==> config.mk <==
export PLATFORM = sky130hd
export DESIGN_NAME = sfp_link_ctrl
export DESIGN_NICKNAME = d
export VERILOG_FILES = /design/src/rtl/sfp_link_pkg.sv /design/src/rtl/sync_debounce.sv /design/src/rtl/sfp_link_ctrl.sv
export SDC_FILE = /design/constraint.sdc
export NUM_CORES = 1
export LEC_CHECK = 0
export BUFFER_PORTS_ARGS = -buffer_cell sky130_fd_sc_hd__buf_2
export CORE_ASPECT_RATIO = 0.7
export CORE_MARGIN = 8
export CORE_UTILIZATION = 45
export DETAILED_ROUTE_END_ITERATION = 16
export HOLD_SLACK_MARGIN = 0.06
export SYNTH_ARGS = -nofsm -noshare
export SYNTH_HDL_FRONTEND = slang
export SYNTH_SLANG_ARGS = --single-unit
export TNS_END_PERCENT = 5
==> constraint.sdc <==
create_clock -name clk100 -period 3.3 [get_ports clk100]
set_input_delay 0.66 -clock clk100 [delete_from_list [all_inputs] [get_ports clk100]]
set_output_delay 0.66 -clock clk100 [all_outputs]
set_load 0.005 [all_outputs]
==> src/rtl/sfp_link_pkg.sv <==
// Shared definitions for the SFP+ link sequencer: state codes, counter width,
// and the safe levels the input filters hold while in reset.
package sfp_link_pkg;

  typedef enum logic [2:0] {
    ST_DISABLED  = 3'd0,
    ST_RESET_PHY = 3'd1,
    ST_WAIT_LOCK = 3'd2,
    ST_UP        = 3'd3,
    ST_FAULT     = 3'd4,
    ST_HOLDOFF   = 3'd5
  } state_e;

  localparam int CNT_W = 8;
  localparam logic [CNT_W-1:0] CNT_MAX = {CNT_W{1'b1}};

  localparam logic RST_LOS     = 1'b1;
  localparam logic RST_FAULT   = 1'b0;
  localparam logic RST_ALARM_B = 1'b0;
  localparam logic RST_LOCK    = 1'b0;

  function automatic logic [CNT_W-1:0] sat_inc(input logic [CNT_W-1:0] v);
    return (v == CNT_MAX) ? v : v + CNT_W'(1);
  endfunction

  function automatic int max_i(input int a, input int b);
    return (a > b) ? a : b;
  endfunction

endpackage

==> src/rtl/sync_debounce.sv <==
// Two-flop synchronizer followed by a debouncer: the output follows the synced
// input only after it has disagreed with the output for DEBOUNCE_CYC cycles in a row.
module sync_debounce
  import sfp_link_pkg::*;
#(
  parameter int   DEBOUNCE_CYC = 1000,
  parameter logic RST_VAL      = 1'b0
) (
  input  logic clk,
  input  logic rst_n,
  input  logic i_din,
  output logic o_dout
);

  localparam int CW = (DEBOUNCE_CYC > 1) ? $clog2(DEBOUNCE_CYC) : 1;
  localparam logic [CW-1:0] CNT_LAST = CW'(DEBOUNCE_CYC - 1);

  logic          r_s1;
  logic          r_s2;
  logic          r_filt;
  logic [CW-1:0] r_cnt;

  always_ff @(posedge clk or negedge rst_n) begin
    if (!rst_n) begin
      r_s1   <= RST_VAL;
      r_s2   <= RST_VAL;
      r_filt <= RST_VAL;
      r_cnt  <= '0;
    end else begin
      r_s1 <= i_din;
      r_s2 <= r_s1;
      // Any cycle where the synced value agrees with the output restarts the count.
      if (r_s2 != r_filt) begin
        if (r_cnt == CNT_LAST) begin
          r_filt <= r_s2;
          r_cnt  <= '0;
        end else begin
          r_cnt <= r_cnt + CW'(1);
        end
      end else begin
        r_cnt <= '0;
      end
    end
  end

  assign o_dout = r_filt;

endmodule

==> src/rtl/sfp_link_ctrl.sv <==
// Bring-up and supervision sequencer for one SFP+ port and its 10G PHY:
// filters module/PHY status, drives TX_DISABLE and PHY reset, retries until link is up.
module sfp_link_ctrl
  import sfp_link_pkg::*;
#(
  parameter int DEBOUNCE_CYC     = 1000,
  parameter int PHY_RST_CYC      = 64,
  parameter int LOCK_TIMEOUT_CYC = 1000000,
  parameter int HOLDOFF_CYC      = 100000
) (
  input  logic             clk100,
  input  logic             sys_rst_n,
  input  logic             enable,
  input  logic             sfp_rx_los,
  input  logic             sfp_tx_fault,
  input  logic             sfp_clk_alarm_b,
  input  logic             pcs_block_lock,
  output logic             sfp_tx_disable,
  output logic             phy_rst,
  output logic             link_up,
  output logic [2:0]       state,
  output logic [CNT_W-1:0] fault_cnt,
  output logic [CNT_W-1:0] drop_cnt
);

  localparam int TMR_MAX = max_i(max_i(DEBOUNCE_CYC, PHY_RST_CYC),
                                 max_i(LOCK_TIMEOUT_CYC, HOLDOFF_CYC));
  localparam int TMR_W   = (TMR_MAX > 1) ? $clog2(TMR_MAX) : 1;

  localparam logic [TMR_W-1:0] LD_PHY  = TMR_W'(PHY_RST_CYC - 1);
  localparam logic [TMR_W-1:0] LD_LOCK = TMR_W'(LOCK_TIMEOUT_CYC - 1);
  localparam logic [TMR_W-1:0] LD_HOLD = TMR_W'(HOLDOFF_CYC - 1);

  logic w_los_f;
  logic w_fault_f;
  logic w_alarm_b_f;
  logic w_lock_f;

  sync_debounce #(.DEBOUNCE_CYC(DEBOUNCE_CYC), .RST_VAL(RST_LOS)) u_db_los (
    .clk(clk100), .rst_n(sys_rst_n), .i_din(sfp_rx_los), .o_dout(w_los_f)
  );
  sync_debounce #(.DEBOUNCE_CYC(DEBOUNCE_CYC), .RST_VAL(RST_FAULT)) u_db_fault (
    .clk(clk100), .rst_n(sys_rst_n), .i_din(sfp_tx_fault), .o_dout(w_fault_f)
  );
  sync_debounce #(.DEBOUNCE_CYC(DEBOUNCE_CYC), .RST_VAL(RST_ALARM_B)) u_db_alarm (
    .clk(clk100), .rst_n(sys_rst_n), .i_din(sfp_clk_alarm_b), .o_dout(w_alarm_b_f)
  );
  sync_debounce #(.DEBOUNCE_CYC(DEBOUNCE_CYC), .RST_VAL(RST_LOCK)) u_db_lock (
    .clk(clk100), .rst_n(sys_rst_n), .i_din(pcs_block_lock), .o_dout(w_lock_f)
  );

  state_e            r_state;
  state_e            w_state_nxt;
  logic [TMR_W-1:0]  r_tmr;
  logic [TMR_W-1:0]  w_tmr_nxt;
  logic              w_tmr_zero;
  logic              w_drop_evt;
  logic              w_fault_evt;
  logic              r_tx_dis;
  logic              r_phy_rst;
  logic              r_link_up;
  logic              w_tx_dis_nxt;
  logic              w_phy_rst_nxt;
  logic              w_link_up_nxt;
  logic [CNT_W-1:0]  r_fault_cnt;
  logic [CNT_W-1:0]  r_drop_cnt;

  always_comb begin
    w_state_nxt   = r_state;
    w_tmr_nxt     = r_tmr;
    w_drop_evt    = 1'b0;
    w_fault_evt   = 1'b0;
    w_tx_dis_nxt  = 1'b1;
    w_phy_rst_nxt = 1'b1;
    w_link_up_nxt = 1'b0;
    w_tmr_zero    = (r_tmr == '0);

    // Admin disable and clock alarm override everything, then TX fault.
    if (!enable || !w_alarm_b_f) begin
      w_state_nxt = ST_DISABLED;
    end else if (w_fault_f && (r_state inside {ST_RESET_PHY, ST_WAIT_LOCK, ST_UP, ST_HOLDOFF})) begin
      w_state_nxt = ST_FAULT;
    end else begin
      case (r_state)
        ST_DISABLED:  w_state_nxt = ST_RESET_PHY;
        ST_RESET_PHY: if (w_tmr_zero) w_state_nxt = ST_WAIT_LOCK;
        ST_WAIT_LOCK: begin
          if (w_lock_f && !w_los_f) begin
            w_state_nxt = ST_UP;
          end else if (w_tmr_zero) begin
            w_state_nxt = ST_HOLDOFF;
            w_drop_evt  = 1'b1;
          end
        end
        ST_UP: begin
          if (w_los_f || !w_lock_f) begin
            w_state_nxt = ST_HOLDOFF;
            w_drop_evt  = 1'b1;
          end
        end
        ST_FAULT:     if (!w_fault_f) w_state_nxt = ST_HOLDOFF;
        ST_HOLDOFF:   if (w_tmr_zero) w_state_nxt = ST_RESET_PHY;
        default:      w_state_nxt = ST_DISABLED;
      endcase
    end

    w_fault_evt = (w_state_nxt == ST_FAULT) && (r_state != ST_FAULT);

    // The timer is reloaded on every state entry; DISABLED keeps it cleared.
    if (w_state_nxt == ST_DISABLED) begin
      w_tmr_nxt = '0;
    end else if (w_state_nxt != r_state) begin
      case (w_state_nxt)
        ST_RESET_PHY: w_tmr_nxt = LD_PHY;
        ST_WAIT_LOCK: w_tmr_nxt = LD_LOCK;
        ST_HOLDOFF:   w_tmr_nxt = LD_HOLD;
        default:      w_tmr_nxt = '0;
      endcase
    end else if (!w_tmr_zero) begin
      w_tmr_nxt = r_tmr - TMR_W'(1);
    end

    case (w_state_nxt)
      ST_RESET_PHY: w_tx_dis_nxt = 1'b0;
      ST_WAIT_LOCK: begin
        w_tx_dis_nxt  = 1'b0;
        w_phy_rst_nxt = 1'b0;
      end
      ST_UP: begin
        w_tx_dis_nxt  = 1'b0;
        w_phy_rst_nxt = 1'b0;
        w_link_up_nxt = 1'b1;
      end
      default: ;
    endcase
  end

  always_ff @(posedge clk100 or negedge sys_rst_n) begin
    if (!sys_rst_n) begin
      r_state     <= ST_DISABLED;
      r_tmr       <= '0;
      r_tx_dis    <= 1'b1;
      r_phy_rst   <= 1'b1;
      r_link_up   <= 1'b0;
      r_fault_cnt <= '0;
      r_drop_cnt  <= '0;
    end else begin
      r_state   <= w_state_nxt;
      r_tmr     <= w_tmr_nxt;
      r_tx_dis  <= w_tx_dis_nxt;
      r_phy_rst <= w_phy_rst_nxt;
      r_link_up <= w_link_up_nxt;
      if (w_fault_evt) r_fault_cnt <= sat_inc(r_fault_cnt);
      if (w_drop_evt)  r_drop_cnt  <= sat_inc(r_drop_cnt);
    end
  end

  assign sfp_tx_disable = r_tx_dis;
  assign phy_rst        = r_phy_rst;
  assign link_up        = r_link_up;
  assign state          = r_state;
  assign fault_cnt      = r_fault_cnt;
  assign drop_cnt       = r_drop_cnt;

endmodule

==> flow_summary.toml <==
[status]
status = "completed"

[power]
pwr-share-clk_pct = 46.7
p_comb_share_pct = 2.5
swShare_pct = 20.0
internal_power_mw = 1.86
total_power_mw = 2.32
ir_worst_vdd_uv = 224
power.share.sequential_pct = 50.9
powerDensity_nw_per_um2 = 455
p_switching_mw = 0.463
cellLeakagePower_nw = 2.41

[worst_setup_path]
critPathArrivalTime_ps = 3280
start_kind = "flip-flop"
crit_fanout = 6
critPathKind = "reg2reg"
cp-end-kind = "flip-flop"
cp.required_ps = 3560
reg2reg_slack_ps = 280

[global_routing]
grt_max_degree = 57
grt_pass1_vias = 3083
grt_first_pass_wirelength_um = 14900
overflow = 0
antenna_found_initial = 0
grt_usage_pct = 13.9

[placement]
port-buffer-count = 28
dp_hpwl_um = 6040
gp_congestion = 0.818
placedCellCount = 588

[sta]
finalSetupTns_ps = 0
maxSlewViolCount = 0
whs_ps = 352
tightestPinTransition_ps = 709
hold_violations = 0
timing.fmax_mhz = 331
period_minus_slack_ps = 3020
setup-violations-final = 0
rsz0062_at_grt = "false"
relSlewSlack_pct = 52.8
finalCritPeriodShare_pct = 91.4
clock_skew_ps = 6.04

[cts]
cts_max_path_buffers = 2
clkSinkCount = 94
clkLatencyLatePin_ps = 340
cts_tree = "yes"
cts_setup_buffers = 0
cts-resized-gates = 0
cts_buffers = 9
hold_buffers = 0
clk_pin_slew_worst_paths_ps = 60
htree_levels = 3
clockRootBuffer = "clkbuf_16"

[die]
die_w_um = 135
io_pins = 29
coreArea_um2 = 9680
initial_utilization_pct = 46.1
row_count = 30
die-area_um2 = 13400
fp.dieH_um = 99.3

[yosys]
synth_area_leader_cell = "dfrtp_1"
synth_top_area_share_pct = 49.9
syn_nets = 451
synthTopCellsByCount = "dfrtp_1 (89), nor2_1 (66), nand2_1 (42), xnor2_1 (42), xor2_1 (26)"
syn_inst = 436
async_flop_share_pct = 100
synth_seq_cells = 94
yosysMostFrequentCell = "dfrtp_1"
ys.flop_type = "dfrtp_1"
synth_edf_count = 0
yosysWarnings = 0
synth_cell_types = 48
yosysSeqAreaShare_pct = 52.8
syn_area_per_cell_um2 = 10.2
synth_area_leaders = "dfrtp_1 (50%), xnor2_1 (8.2%), nor2_1 (5.5%)"
synth_area_um2 = 4460

[drt]
drt_first_iter_violations = 156
drt_pass1_iterations = 4
drc = 0
post_drt_via_cell_ratio = 5.20
drtAntennaViolNets = 0
vias = 3143
totalWireLength_um = 8520
drt-wirelength-per-cell_um = 14.1

[hold_path]
hold_class = "reg2reg"

[layout]
num-fill-cells = 849
nNetsFinal = 486
areaGrowthSynthToFinish_pct = 14.3
final_util_pct = 52.7
final_cells = 604
n_antenna_cell = 0
drive_gt1_share_pct = 14.3

[flow_run]
max_cap_viol_count = 0
## layout make-up
class,instances,area (um2),share of cell area (%)
clock buffers,14,284,5.57
inverters,12,45.0,0.883
well taps,128,160,3.14
flip-flops and latches,94,2360,46.2
repair buffers,33,193,3.78
clock inverters,2,37.5,0.736
multi-input cells,321,2020,39.7
## layout by cell type (no fill, tap or decap), drive strengths merged, types with 2 or more instances in the layout
cell type   n
nor4        6
nor3b       3
or3         5
xnor2      42
and3       12
clkbuf     14
nand3      18
mux2        5
a21o        2
inv        12
nor3       16
and2        5
or4         6
ha          8
nand2b      3
nand2      42
a21oi      10
or2         2
o211ai      3
dfrtp      89
o21ai      11
buf        33
nand4      10
nor2       66
xor2       26
dfstp       5
a31oi       2
o32ai       2
a211o       2
## flip-flops by register name, summed over array words and instances, names as in the netlist, 3 cells and up
name	flops
u_db_los.r_cnt	10
r_tmr	20
u_db_lock.r_cnt	10
u_db_alarm.r_cnt	10
drop_cnt	8
fault_cnt	8
state	3
u_db_fault.r_cnt	10
## power by group through the flow
stage | sequential (mW) | clock [mW] | combinational (mW)
final | 1.18 | 1.08 | 0.0570
after global routing | 1.18 | 1.17 | 0.0695
after CTS | 1.18 | 1.12 | 0.0608
after detailed placement | 1.20 | 0 | 0.0603
after global placement | 1.20 | 0 | 0.0592
after floorplan | 1.20 | 0 | 0.0243
## critical path: stages (launching register included)
cell	delay, ps
dfrtp_1	410
or4_1	690
or2_2	390
o21ai_0	250
a221oi_1	190
or4_1	640
nor3_2	220
xor2_1	160
## path summary, 6_finish.rpt
path	startpoint	end	cells after the start
worst min register to register	u_db_fault.r_s1	u_db_fault.r_s2	0
max in group asynchronous	sys_rst_n	sfp_tx_disable	2
worst min-delay path	u_db_fault.r_s1	u_db_fault.r_s2	0
worst max register to register	r_tmr[12]	fault_cnt[5]	7
worst max-delay path	r_tmr[12]	fault_cnt[5]	7
min in group asynchronous	sys_rst_n	drop_cnt[1]	1
## layer usage
layer,global-route usage (%),vias to the layer above,wire (um)
met5,0,-,0
met4,4.59,0,116
met3,4.78,12,392
met2,19.6,51,3630
met1,19.3,1516,4370
li1,-,1564,-
## per-stage QoR
step | cell area (um2) | setup slack [ps]
floorplan | 4460 | 549
global placement | 4780 | 383
detailed placement | 4780 | 290
CTS | 5100 | 275
global route | 5100 | 106
finish | 5100 | 283
## cell families (layout without fill, tap and decap cells)
family / count (synthesis) / after routing / share of synthesized area, %
AOI/OAI and AO/OA: 42 / 42 / 6.31
xor gates and xnor gates: 68 / 68 / 13.3
adders and majority gates: 8 / 8 / 2.24
buffers and inverters: 21 / 61 / 1.82
DFF: 94 / 94 / 52.8
muxes: 6 / 6 / 1.77
and+or+nand+nor: 197 / 197 / 21.7
No activity file was read; power rests on OpenSTA's default activity.
